$ cat config.mk
export PLATFORM = sky130hd
export DESIGN_NAME = config_bus_master
export DESIGN_NICKNAME = d
export VERILOG_FILES = /design/src/rtl/config_bus_pkg.sv /design/src/rtl/rr_arbiter.sv /design/src/rtl/config_bus_master.sv
export SDC_FILE = /design/constraint.sdc
export NUM_CORES = 1
export LEC_CHECK = 0
export CORE_UTILIZATION = 48
export CTS_BUF_LIST = sky130_fd_sc_hd__clkbuf_2 sky130_fd_sc_hd__clkbuf_4 sky130_fd_sc_hd__clkbuf_8
export CTS_CLUSTER_DIAMETER = 50
export DETAILED_ROUTE_END_ITERATION = 16
export GPL_TIMING_DRIVEN = 0
export HOLD_SLACK_MARGIN = 0.05
export PLACE_DENSITY = 0.84
export REMOVE_ABC_BUFFERS = 1
export SYNTH_ARGS = -nofsm -noshare
export SYNTH_HDL_FRONTEND = slang
export SYNTH_HIERARCHICAL = 1
export SYNTH_SLANG_ARGS = --single-unit
$ cat constraint.sdc
create_clock -name clk -period 3.9 [get_ports clk]
set_clock_uncertainty 0.15 [all_clocks]
set_input_delay 0.78 -clock clk [delete_from_list [all_inputs] [get_ports clk]]
set_output_delay 0.78 -clock clk [all_outputs]
set_load 0.005 [all_outputs]
$ cat src/rtl/config_bus_pkg.sv
// config_bus_pkg: shared bus field layout and FSM state encoding for the config bus master.
package config_bus_pkg;
    localparam int BUS_W    = 32;
    localparam int ADDR_LSB = 0;
    localparam int DATA_LSB = 16;
    localparam int WCLK_BIT = 24;
    typedef enum logic [2:0] {IDLE, SETUP, HIGH, LOW, DONE} state_t;
endpackage

$ cat src/rtl/rr_arbiter.sv
// rr_arbiter: round-robin pick among pending requests, starting one past the last accepted index.
//   clk, rst        : clock, async active-low reset (pointer returns to num_req-1)
//   i_req           : request vector
//   i_accept        : a grant was accepted this cycle
//   i_accept_idx    : index that was accepted; becomes the new last-grant pointer
//   o_grant, o_idx  : one-hot winner and its index (all zero when nothing pending)
module rr_arbiter #(
    parameter int num_req = 2,
    localparam int IW = num_req > 1 ? $clog2(num_req) : 1
) (
    input  logic               clk,
    input  logic               rst,
    input  logic [num_req-1:0] i_req,
    input  logic               i_accept,
    input  logic [IW-1:0]      i_accept_idx,
    output logic [num_req-1:0] o_grant,
    output logic [IW-1:0]      o_idx
);
    logic [IW-1:0] r_last;
    logic [IW-1:0] w_j;
    logic          w_found;

    always_ff @(posedge clk or negedge rst)
        if (!rst) r_last <= IW'(num_req - 1);
        else if (i_accept) r_last <= i_accept_idx;

    always_comb begin
        o_grant = '0;
        o_idx   = '0;
        w_found = 1'b0;
        w_j     = '0;
        for (int k = 1; k <= num_req; k++) begin
            w_j = IW'((int'(r_last) + k) % num_req);
            if (!w_found && i_req[w_j]) begin
                w_found    = 1'b1;
                o_grant[w_j] = 1'b1;
                o_idx      = w_j;
            end
        end
    end
endmodule

$ cat src/rtl/config_bus_master.sv
// config_bus_master: arbitrates requesters and serialises each write MSB-first onto the config bus.
//   clk, rst            : clock, async active-low reset
//   req_valid/req_ready : per-requester handshake; req_ready is a registered one-cycle accept pulse
//   req_addr/data/len   : per-requester payload, captured on accept
//   gpio_out            : [15:0] addr, [23:16] data, [24] w_clk, rest zero
//   busy, done, done_id : activity flag, completion pulse and the completing requester
module config_bus_master
    import config_bus_pkg::*;
#(
    parameter int num_req    = 2,
    parameter int max_words  = 4,
    parameter int strobe_cyc = 2
) (
    input  logic                         clk,
    input  logic                         rst,
    input  logic [num_req-1:0]           req_valid,
    output logic [num_req-1:0]           req_ready,
    input  logic [num_req*16-1:0]        req_addr,
    input  logic [num_req*max_words*8-1:0] req_data,
    input  logic [num_req*4-1:0]         req_len,
    output logic [BUS_W-1:0]             gpio_out,
    output logic                         busy,
    output logic                         done,
    output logic [2:0]                   done_id
);
    localparam int DW = max_words * 8;
    localparam int IW = num_req > 1 ? $clog2(num_req) : 1;
    localparam int TW = strobe_cyc > 1 ? $clog2(strobe_cyc) : 1;

    state_t             r_state, w_next;
    logic [num_req-1:0] r_ready, w_grant;
    logic [IW-1:0]      r_gnt, w_idx;
    logic [15:0]        r_addr, w_addr;
    logic [DW-1:0]      r_data, w_data;
    logic [3:0]         r_cnt, w_len_raw, w_len;
    logic [TW-1:0]      r_tmr;
    logic               r_done;
    logic [2:0]         r_done_id;
    logic               w_acc, w_tend;

    rr_arbiter #(.num_req(num_req)) u_arb (
        .clk          (clk),
        .rst          (rst),
        .i_req        (req_valid),
        .i_accept     (w_acc),
        .i_accept_idx (r_gnt),
        .o_grant      (w_grant),
        .o_idx        (w_idx)
    );

    // The registered ready pulse is only honoured if that requester is still valid.
    assign w_acc     = (r_state == IDLE) && |(r_ready & req_valid);
    assign w_addr    = req_addr[int'(r_gnt)*16 +: 16];
    assign w_data    = req_data[int'(r_gnt)*DW +: DW];
    assign w_len_raw = req_len[int'(r_gnt)*4 +: 4];
    assign w_len     = (w_len_raw > 4'(max_words)) ? 4'(max_words) : w_len_raw;
    assign w_tend    = r_tmr == TW'(strobe_cyc - 1);

    always_ff @(posedge clk or negedge rst)
        if (!rst) r_state <= IDLE;
        else r_state <= w_next;

    always_comb begin
        w_next = r_state;
        case (r_state)
            IDLE:    w_next = w_acc ? ((w_len == 4'd0) ? DONE : SETUP) : IDLE;
            SETUP:   w_next = HIGH;
            HIGH:    w_next = w_tend ? LOW : HIGH;
            LOW:     w_next = w_tend ? ((r_cnt == 4'd1) ? DONE : SETUP) : LOW;
            DONE:    w_next = IDLE;
            default: w_next = IDLE;
        endcase
    end

    // Bus is combinational from state so a reset drops w_clk without waiting for a clock.
    always_comb begin
        gpio_out = '0;
        if (r_state inside {SETUP, HIGH, LOW}) begin
            gpio_out[ADDR_LSB +: 16] = r_addr;
            gpio_out[DATA_LSB +: 8]  = r_data[DW-1 -: 8];
            gpio_out[WCLK_BIT]       = r_state == HIGH;
        end
        busy = (r_state != IDLE) || w_acc;
    end

    // Payload is left-aligned on capture so the byte on the bus is always the top byte.
    always_ff @(posedge clk or negedge rst)
        if (!rst) begin
            r_ready   <= '0;
            r_gnt     <= '0;
            r_addr    <= '0;
            r_data    <= '0;
            r_cnt     <= '0;
            r_tmr     <= '0;
            r_done    <= 1'b0;
            r_done_id <= '0;
        end else begin
            r_ready <= (w_next == IDLE) ? w_grant : '0;
            if (w_next == IDLE && |w_grant) r_gnt <= w_idx;
            r_done <= w_next == DONE;
            if (w_next == DONE) r_done_id <= 3'(r_gnt);
            r_tmr <= ((r_state == HIGH || r_state == LOW) && !w_tend) ? r_tmr + 1'b1 : '0;
            if (w_acc) begin
                r_addr <= w_addr;
                r_cnt  <= w_len;
                r_data <= w_data << (8 * (max_words - int'(w_len)));
            end else if (r_state == LOW && w_tend) begin
                r_cnt  <= r_cnt - 4'd1;
                r_data <= r_data << 8;
            end
        end

    assign req_ready = r_ready;
    assign done      = r_done;
    assign done_id   = r_done_id;
endmodule
---- After elaboration in Yosys (flattened, before gate mapping) ----
Index checks and enable logic that the tools add are counted.
cells by class
  shift-type cells ........................ 4
  $add $sub $neg .......................... 5
  reductions and logical operators ........ 19
  magnitude comparators ................... 5
  bitwise gates (word level) .............. 2
  mux-type cells .......................... 27
  equal/unequal tests ..................... 5
operators by type and width
  cell                                                           number
  two-way mux 32 bit                                             2
  indexed part select 64 x 7 -> 32 bit                           1
  indexed part select 32 x 6 -> 16 bit                           1
  left shift 32 x 32 -> 32 bit                                   1
  two-way mux 25 bit                                             1
  two-way mux 3 bit                                              4
  two-way mux 4 bit                                              3
  case mux 3 bit (4 select lines)                                1
  two-way mux 1 bit                                              11
  indexed part select 8 x 4 -> 4 bit                             1
  logical AND 1 bit                                              7
  equality test 3 x 2 -> 1 bit, second input constant            2
  zero test 3 bit                                                2
  two-way mux 2 bit                                              3
  nonzero test 3 bit                                             2
  subtractor 3 x 4 -> 5 bit, first input constant                1
  equality test 4 x 1 -> 1 bit, second input constant            1
  greater-than comparator 4 x 3 -> 1 bit, second input constant  1
  zero test 4 bit                                                1
  < comparator 1 x 2 -> 1 bit, second input constant             2
  OR reduction 2 bit                                             2
  subtractor 4 x 1 -> 4 bit, second input constant               1
  adder 1 bit, second input constant                             3
  equality test 3 x 1 -> 1 bit, second input constant            1
  8 further kinds                                                12
word-level totals
  word-level logic and storage cells ...... 77
  input bits .............................. 108
  bits in registers ....................... 62

---- Logic depth before layout (Yosys ltp) ----
Gate-level depths: netlist of run 1.
  word-level depth ........................ 10
  gate-level depth with buffers ........... 13
  gate-level depth less buffers ........... 9

---- Hierarchy ----
Netlist of run 1, hierarchy kept.
by module, submodules not included
  module             cells each  area each (µm²)  sequential area each (µm²)  times used
  config_bus_master  483         4254.1           1526.5                      1
  rr_arbiter         7           68.8             26.3                        1

---- Worst setup path before layout of run 1 ----
Ideal clock, no wire load.
  path kind ............................... reg2reg
  start point ............................. register r_gnt
  end point ............................... register r_data[25]
  data arrival time ....................... 2816 ps
  path buffers ............................ 5
  period minus slack after synthesis ...... 3067 ps
  setup time .............................. 101 ps
  stages on the path, launching flop included .. 13
  data required time ...................... 3649 ps
  setup slack ............................. 833 ps
  cell sequence ........................... dfrtp_1 -> buf_6 -> buf_4 -> buf_4 -> buf_2 -> mux2_2 -> nand2_1 -> ha_1 -> inv_1 -> nor3_1 -> clkbuf_1 -> a2111oi_0 -> nor4_1
between the ends
  longest elaborated chain between the ends .. 6
  elaborated cells on any way between the ends .. 7
  those cells by class .................... add/sub (1); order compare (1); shift (3); mux (2)
ends and longest elaborated chain
  what                                    RTL line                  text
  from (decl)                             config_bus_master.sv:32   logic [IW-1:0] r_gnt, w_idx;
  from (signal assigned)                  config_bus_master.sv:99   if (w_next == IDLE && |w_grant) r_gnt <= w_idx;
  indexed part select 8 x 4 -> 4 bit      config_bus_master.sv:55   assign w_len_raw = req_len[int'(r_gnt)*4 +: 4];
  greater-than comparator 4 x 3 -> 1 bit  config_bus_master.sv:56   assign w_len = (w_len_raw > 4'(max_words)) ? 4'(max_words) : w_len_raw;
  two-way mux 4 bit                       config_bus_master.sv:56
  subtractor 3 x 4 -> 5 bit               config_bus_master.sv:106  r_data <= w_data << (8 * (max_words - int'(w_len)));
  left shift 32 x 32 -> 32 bit (*)        config_bus_master.sv:106
  two-way mux 32 bit (*)                  config_bus_master.sv:103  if (w_acc) begin
  to (signal assigned)                    config_bus_master.sv:106
  to (signal assigned)                    config_bus_master.sv:109  r_data <= r_data << 8;
  to (decl)                               config_bus_master.sv:34   logic [DW-1:0] r_data, w_data;
Mark *: on every way between the ends. The rest lies on a longest branch, timed or not.
A chain may end at the register's enable or synchronous reset.

---- Final worst setup path of run 1 ----
  start point ............................. register r_gnt
  end point ............................... register r_data[30]
Same word-level chain as after synthesis.

==> flow_summary.ini, run 1 <==
[outcome]
run_status = finished clean

[grt]
grt_pass1_vias = 4064
grt_pass1_wl_mm = 19.6
antenna_found_initial = 0
track_usage_pct = 25.6
grt_overflow = 0
grt_max_degree = 38

[clock_network]
clock_sinks = 62
cts.repair.resized = 2
root_buffer = clkbuf_8
clock_latency_ns = 0.34
numCtsBuffers = 9
clockBufferDepth = 2
cts.htree.levels = 3
clk_pin_slew_ns = 0.07
cts_tree = done
cts_setup_buffers = 0
cts-hold-fix-buffers = 0

[setup_path]
crit_buf_inv = 2
cp_top_family = compound AO/OA/AOI/OAI gates
r2r_cells = 8
critPathKind = flip-flop to flip-flop
slowest_stage = dfrtp_4
cp_cell_sequence = buf_12 -> nor3b_2 -> a22oi_2 -> ha_2 -> inv_1 -> o21ai_0 -> o2bb2ai_1 -> a221oi_1
end_kind = flip-flop
critPathRequiredTime_ns = 3.98
cp.arrival_ns = 3.75
setup.worst_path.start_class = flip-flop
slowest_delay_ns = 0.67
critPathMaxFanout = 37
cp_num_cells = 8

[floorplan]
start_util_pct = 49.6
die_y_um = 96.9
core-area_sq_um = 8720
die_w_um = 96.9
io_pins = 147
die_area_sq_um = 9390
rows = 34

[synthesis]
synth_common_cells = dfrtp_1, mux2i_1, nor2_1, o21ai_0, nand2_1
synth-seq-cells = 62
syn_area_per_cell_sq_um = 8.82
synth_cell_types = 52
synthCells = 490
ys_warn_count = 6
synth_edf_count = 0
synth_top_area_share_pct = 35.3
ys.flop_type = dfrtp_1
yosysSeqAreaShare_pct = 35.9
synth_area_leader_cell = dfrtp_1
yosys.cell_count.top_type = dfrtp_1
async_flop_share_pct = 100
synth_area_leaders = dfrtp_1, mux2i_1, o21ai_0
synth_area_sq_um = 4320

[detailed_routing]
viasPerCell = 5.92
drt-total-wl_mm = 11.9
detail_route.wl_per_cell_um = 16.5
num_vias = 4249
ant_nets = 0
drc = 0
firstDrtPassIters = 6
drt_iter0_drc = 286

[layout]
fin_cells = 718
nets = 716
drive_above_1_share_pct = 9.84
fin_area_sq_um = 5910
antennaDiodeCount = 0
synthToLayoutAreaGrowth_pct = 36.8

[timing]
setup-violations-final = 0
fmax_ghz = 0.272
tightest_slew_ns = 1.17
finalCritPeriodShare_pct = 94.2
relSlewSlack_pct = 21.6
hold_viol_final = 0
slew_viol_final = 0
fin_crit_ns = 3.68

[worst_hold_path]
hold_depth = 2
min_path_type = flip-flop to flip-flop

[pwr]
p_comb_share_pct = 53.9
powerDensity_nw_per_um2 = 635
p_switching_mw = 1.47
switching_share_pct = 39.1
pwr-share-clk_pct = 15.9
peakVddDrop_mv = 0.300
pwr-share-seq_pct = 30.2
p_leak_nw = 2.49
p_int_mw = 2.28
design_power_total_mw = 3.75

[place]
numPortBuffers = 137
gp_congestion = 0.929
dp_cells = 702
dpl.hpwl_mm = 8.43
placed_area_sq_um = 5670

[run]
max_cap_viol_count = 0
state kept, by name, indices dropped and copies added (netlist names):
signal / cells
r_data: 32
req_ready: 2
done_id: 1
done: 1
r_cnt: 4
u_arb/r_last: 1
r_state: 3
r_gnt: 1
r_tmr: 1
r_addr: 16
worst register-to-register path, cell delays in order, from the launching register on:
cell	delay [ns]
dfrtp_4	0.67
buf_12	0.27
nor3b_2	0.50
a22oi_2	0.31
ha_2	0.66
inv_1	0.37
o21ai_0	0.21
o2bb2ai_1	0.12
a221oi_1	0.30
power groups by stage:
stage	Clock [mW]	Combinational [mW]	Sequential [mW]
global route	0.636	2.21	1.17
detailed placement	0	1.98	1.14
floorplan	0	1.21	1.14
global placement	0	1.86	1.18
CTS	0.599	1.99	1.13
finish	0.596	2.02	1.13
routing by layer:
layer  vias up  share of wire, %  global-route usage [%]
met5         -                 0                       0
met1      1963                42                    32.3
met2       277                47                    42.9
met3        24               9.3                    5.78
met4         0               1.8                    9.30
li1       1985                 -                       -
final timing paths:
path	end	slack (ns)	start
max in group asynchronous	r_data[29]	2.63	rst
min reg2reg	r_addr[5]	0.32	r_addr[5]
max	r_data[30]	0.22	r_gnt
min in group asynchronous	r_data[26]	0.33	rst
min	r_addr[5]	0.32	r_addr[5]
max reg2reg	r_data[30]	0.22	r_gnt
cells in the final DEF, fill, tap and decap left out, drive strengths merged, types with 3 or more instances in the layout:
cell type,n
a2111oi,7
o22ai,18
nand2,39
clkdlybuf4s50,136
buf,5
ha,3
a21boi,3
mux2,16
mux2i,60
conb,9
nor3,11
clkbuf,13
nor2,55
a21oi,30
dfrtp,61
a211oi,8
nor2b,5
o21ai,54
nor4,10
and2,24
o22a,3
a221oi,8
inv,7
cell type report:
| cell class | instances | area (sq um) |
|---|---|---|
| clock buffers | 13 | 166 |
| clock inverters | 3 | 42.5 |
| fillers | 715 | 2810 |
| inverters | 7 | 26.3 |
| multi-input cells | 384 | 2540 |
| flip-flops and latches | 62 | 1560 |
| well taps | 108 | 135 |
| repair buffers | 141 | 1450 |
through the flow:
step | worst slack [ns] | hold slack [ns] | setup TNS [ns] | utilization (%)
after detailed placement | -1.19 | 0.314 | -24.41 | 65.0
after floorplan | -0.522 | 0.292 | -9.49 | -
final | 0.224 | 0.323 | 0 | 67.8
after global routing | -0.00373 | 0.354 | -0.00373 | 67.8
after global placement | -2.19 | 0.305 | -67.45 | 64.1
after CTS | -0.0740 | 0.328 | -0.282 | 67.5
logic make-up after synthesis:
group / Yosys count / synth area share [%]
multiplexers: 76 / 18.1
flip-flops: 62 / 35.9
buffers and inverters: 52 / 6.86
AND/OR/NAND/NOR: 155 / 17.4
adder cells (fa/ha/maj): 3 / 0.868
XOR/XNOR: 2 / 0.405
AO/OA/AOI/OAI: 139 / 20.3
other: 1 / 0.0867
Note: power is estimated with default switching activity, not from simulation.
==> inputs of run 2 (changes only) <==
- CTS_CLUSTER_SIZE: not set -> 20
- REMOVE_ABC_BUFFERS: 1 -> not set
==> run 2 against run 1 <==
Combinational power increased by 9%. Utilization up 1.5 points. Global-route usage increased by 3.5 points. Sequential cell count stayed put. Critical endpoint is now r_data[20]. Largest cell class unchanged. Largest power group unchanged.
==> flow_summary.ini, run 2 (same netlist as run 1, synthesis figures left out) <==
[timing]
relSlewSlack_pct = 53.3
fin_crit_ns = 3.55
whs_ns = 0.303
rsz0062_at_grt = false
setup-violations-final = 0
fmax_ghz = 0.282
finalSetupTns_ns = 0
tightest_slew_ns = 0.697
slew_viol_final = 0
finalCritPeriodShare_pct = 91.0
hold_viol_final = 0

[grt]
grt_max_degree = 37
track_usage_pct = 29.1
antenna_found_initial = 0
grt_pass1_vias = 4359
grt_pass1_wl_mm = 21.8
grt_overflow = 0

[detailed_routing]
viasPerCell = 5.84
drt_iter0_drc = 322
ant_nets = 0
drt-total-wl_mm = 13.5
detail_route.wl_per_cell_um = 17.8
firstDrtPassIters = 5
drc = 0
num_vias = 4414

[layout]
layout_common_cells = clkdlybuf4s50_1, dfrtp_1, mux2i_1
largest_reg_flops = 32
fillers = 735
top_regs = r_data (32), r_addr (16), r_cnt (4)
fin_util_pct = 69.3
antennaDiodeCount = 0
drive_above_1_share_pct = 13.1
synthToLayoutAreaGrowth_pct = 39.9
nets = 754
layout_commonest_cell = clkdlybuf4s50_1
largest-register = r_data

[place]
dpl.hpwl_mm = 10.2
numPortBuffers = 135
gp_congestion = 0.921

[outcome]
run_status = finished clean

[floorplan]
io_pins = 147
die_area_sq_um = 9390
die_y_um = 96.9
start_util_pct = 49.6
rows = 34
die_w_um = 96.9
core-area_sq_um = 8720

[pwr]
p_leak_nw = 2.59
peakVddDrop_mv = 0.506
design_power_total_mw = 3.81
powerDensity_nw_per_um2 = 629

[clock_network]
clock_sinks = 62
clock_latency_ns = 0.35
cts.htree.levels = 3
clockBufferDepth = 2
cts-hold-fix-buffers = 0
clk_pin_slew_ns = 0.08
root_buffer = clkbuf_8
numCtsBuffers = 9
cts_tree = done

[setup_path]
end_kind = flip-flop
setup.worst_path.start_class = input pin
cp.arrival_ns = 3.65
critPathKind = input pin to flip-flop
critPathRequiredTime_ns = 4.00
critPathMaxFanout = 10

[run]
max_cap_viol_count = 0

[worst_hold_path]
min_path_type = input pin to async pin
run 2: metrics by stage:
stage               instance area [sq um]  cells  setup slack [ns]
detailed placement                   5850    742            -0.381
finish                               6050    756             0.350
global route                         6050    756            0.0643
floorplan                            4350    498             0.833
CTS                                  6040    758            0.0490
global placement                     5840    741            -0.391
run 2: critical path, stage by stage:
cell and delay (ns):
clkdlybuf4s50_1 0.43, or3b_1 0.43, clkbuf_1 0.26, nand2_1 0.15, nand2_1 0.08, ha_1 0.48, inv_1 0.23, buf_2 0.25
o221ai_1 0.10, o21ai_0 0.18, a221oi_1 0.29
run 2: final timing paths:
kind,slack [ns],end,depth (start not counted),from
setup / recovery,0.35,r_data[20],11,req_len[7]
hold reg to reg,0.33,r_addr[10],2,r_addr[10]
hold / removal,0.30,done,1,rst
min in group clk,0.33,r_addr[10],2,r_addr[10]
setup reg to reg,0.47,r_data[20],11,r_gnt
max in group asynchronous,2.67,r_data[14],2,rst
run 2: layout make-up:
| cell class | instances | area [sq um] | area share, % |
|---|---|---|---|
| Timing Repair Buffer | 136 | 1370 | 22.6 |
| Tap cell | 108 | 135 | 2.23 |
| Sequential cell | 62 | 1550 | 25.7 |
| Multi-Input combinational cell | 384 | 2520 | 41.7 |
| Clock buffer | 10 | 138 | 2.28 |
| Clock inverter | 6 | 47.5 | 0.786 |
| Buffer | 43 | 263 | 4.35 |
| Inverter | 7 | 26.3 | 0.435 |
run 2: layer usage:
metal,up-vias,global-route usage (%),part of all wire [%]
li1,2062,-,-
met1,2089,37.2,42
met2,247,50.0,48
met3,16,6.79,8.4
met4,0,6.31,1.2
met5,-,0,0
run 2: power breakdown:
group          switching (mW)  internal (mW)  leakage, nW
clock network           0.273          0.249       0.0807
registers               0.160          0.920        0.792
logic                    1.14           1.06         1.72
run 2: timing repair:
item                       CTS  global route
setup endpoints to repair    1            11
resized for setup            1             4
gates cloned                 0             0
buffers inserted             0             0
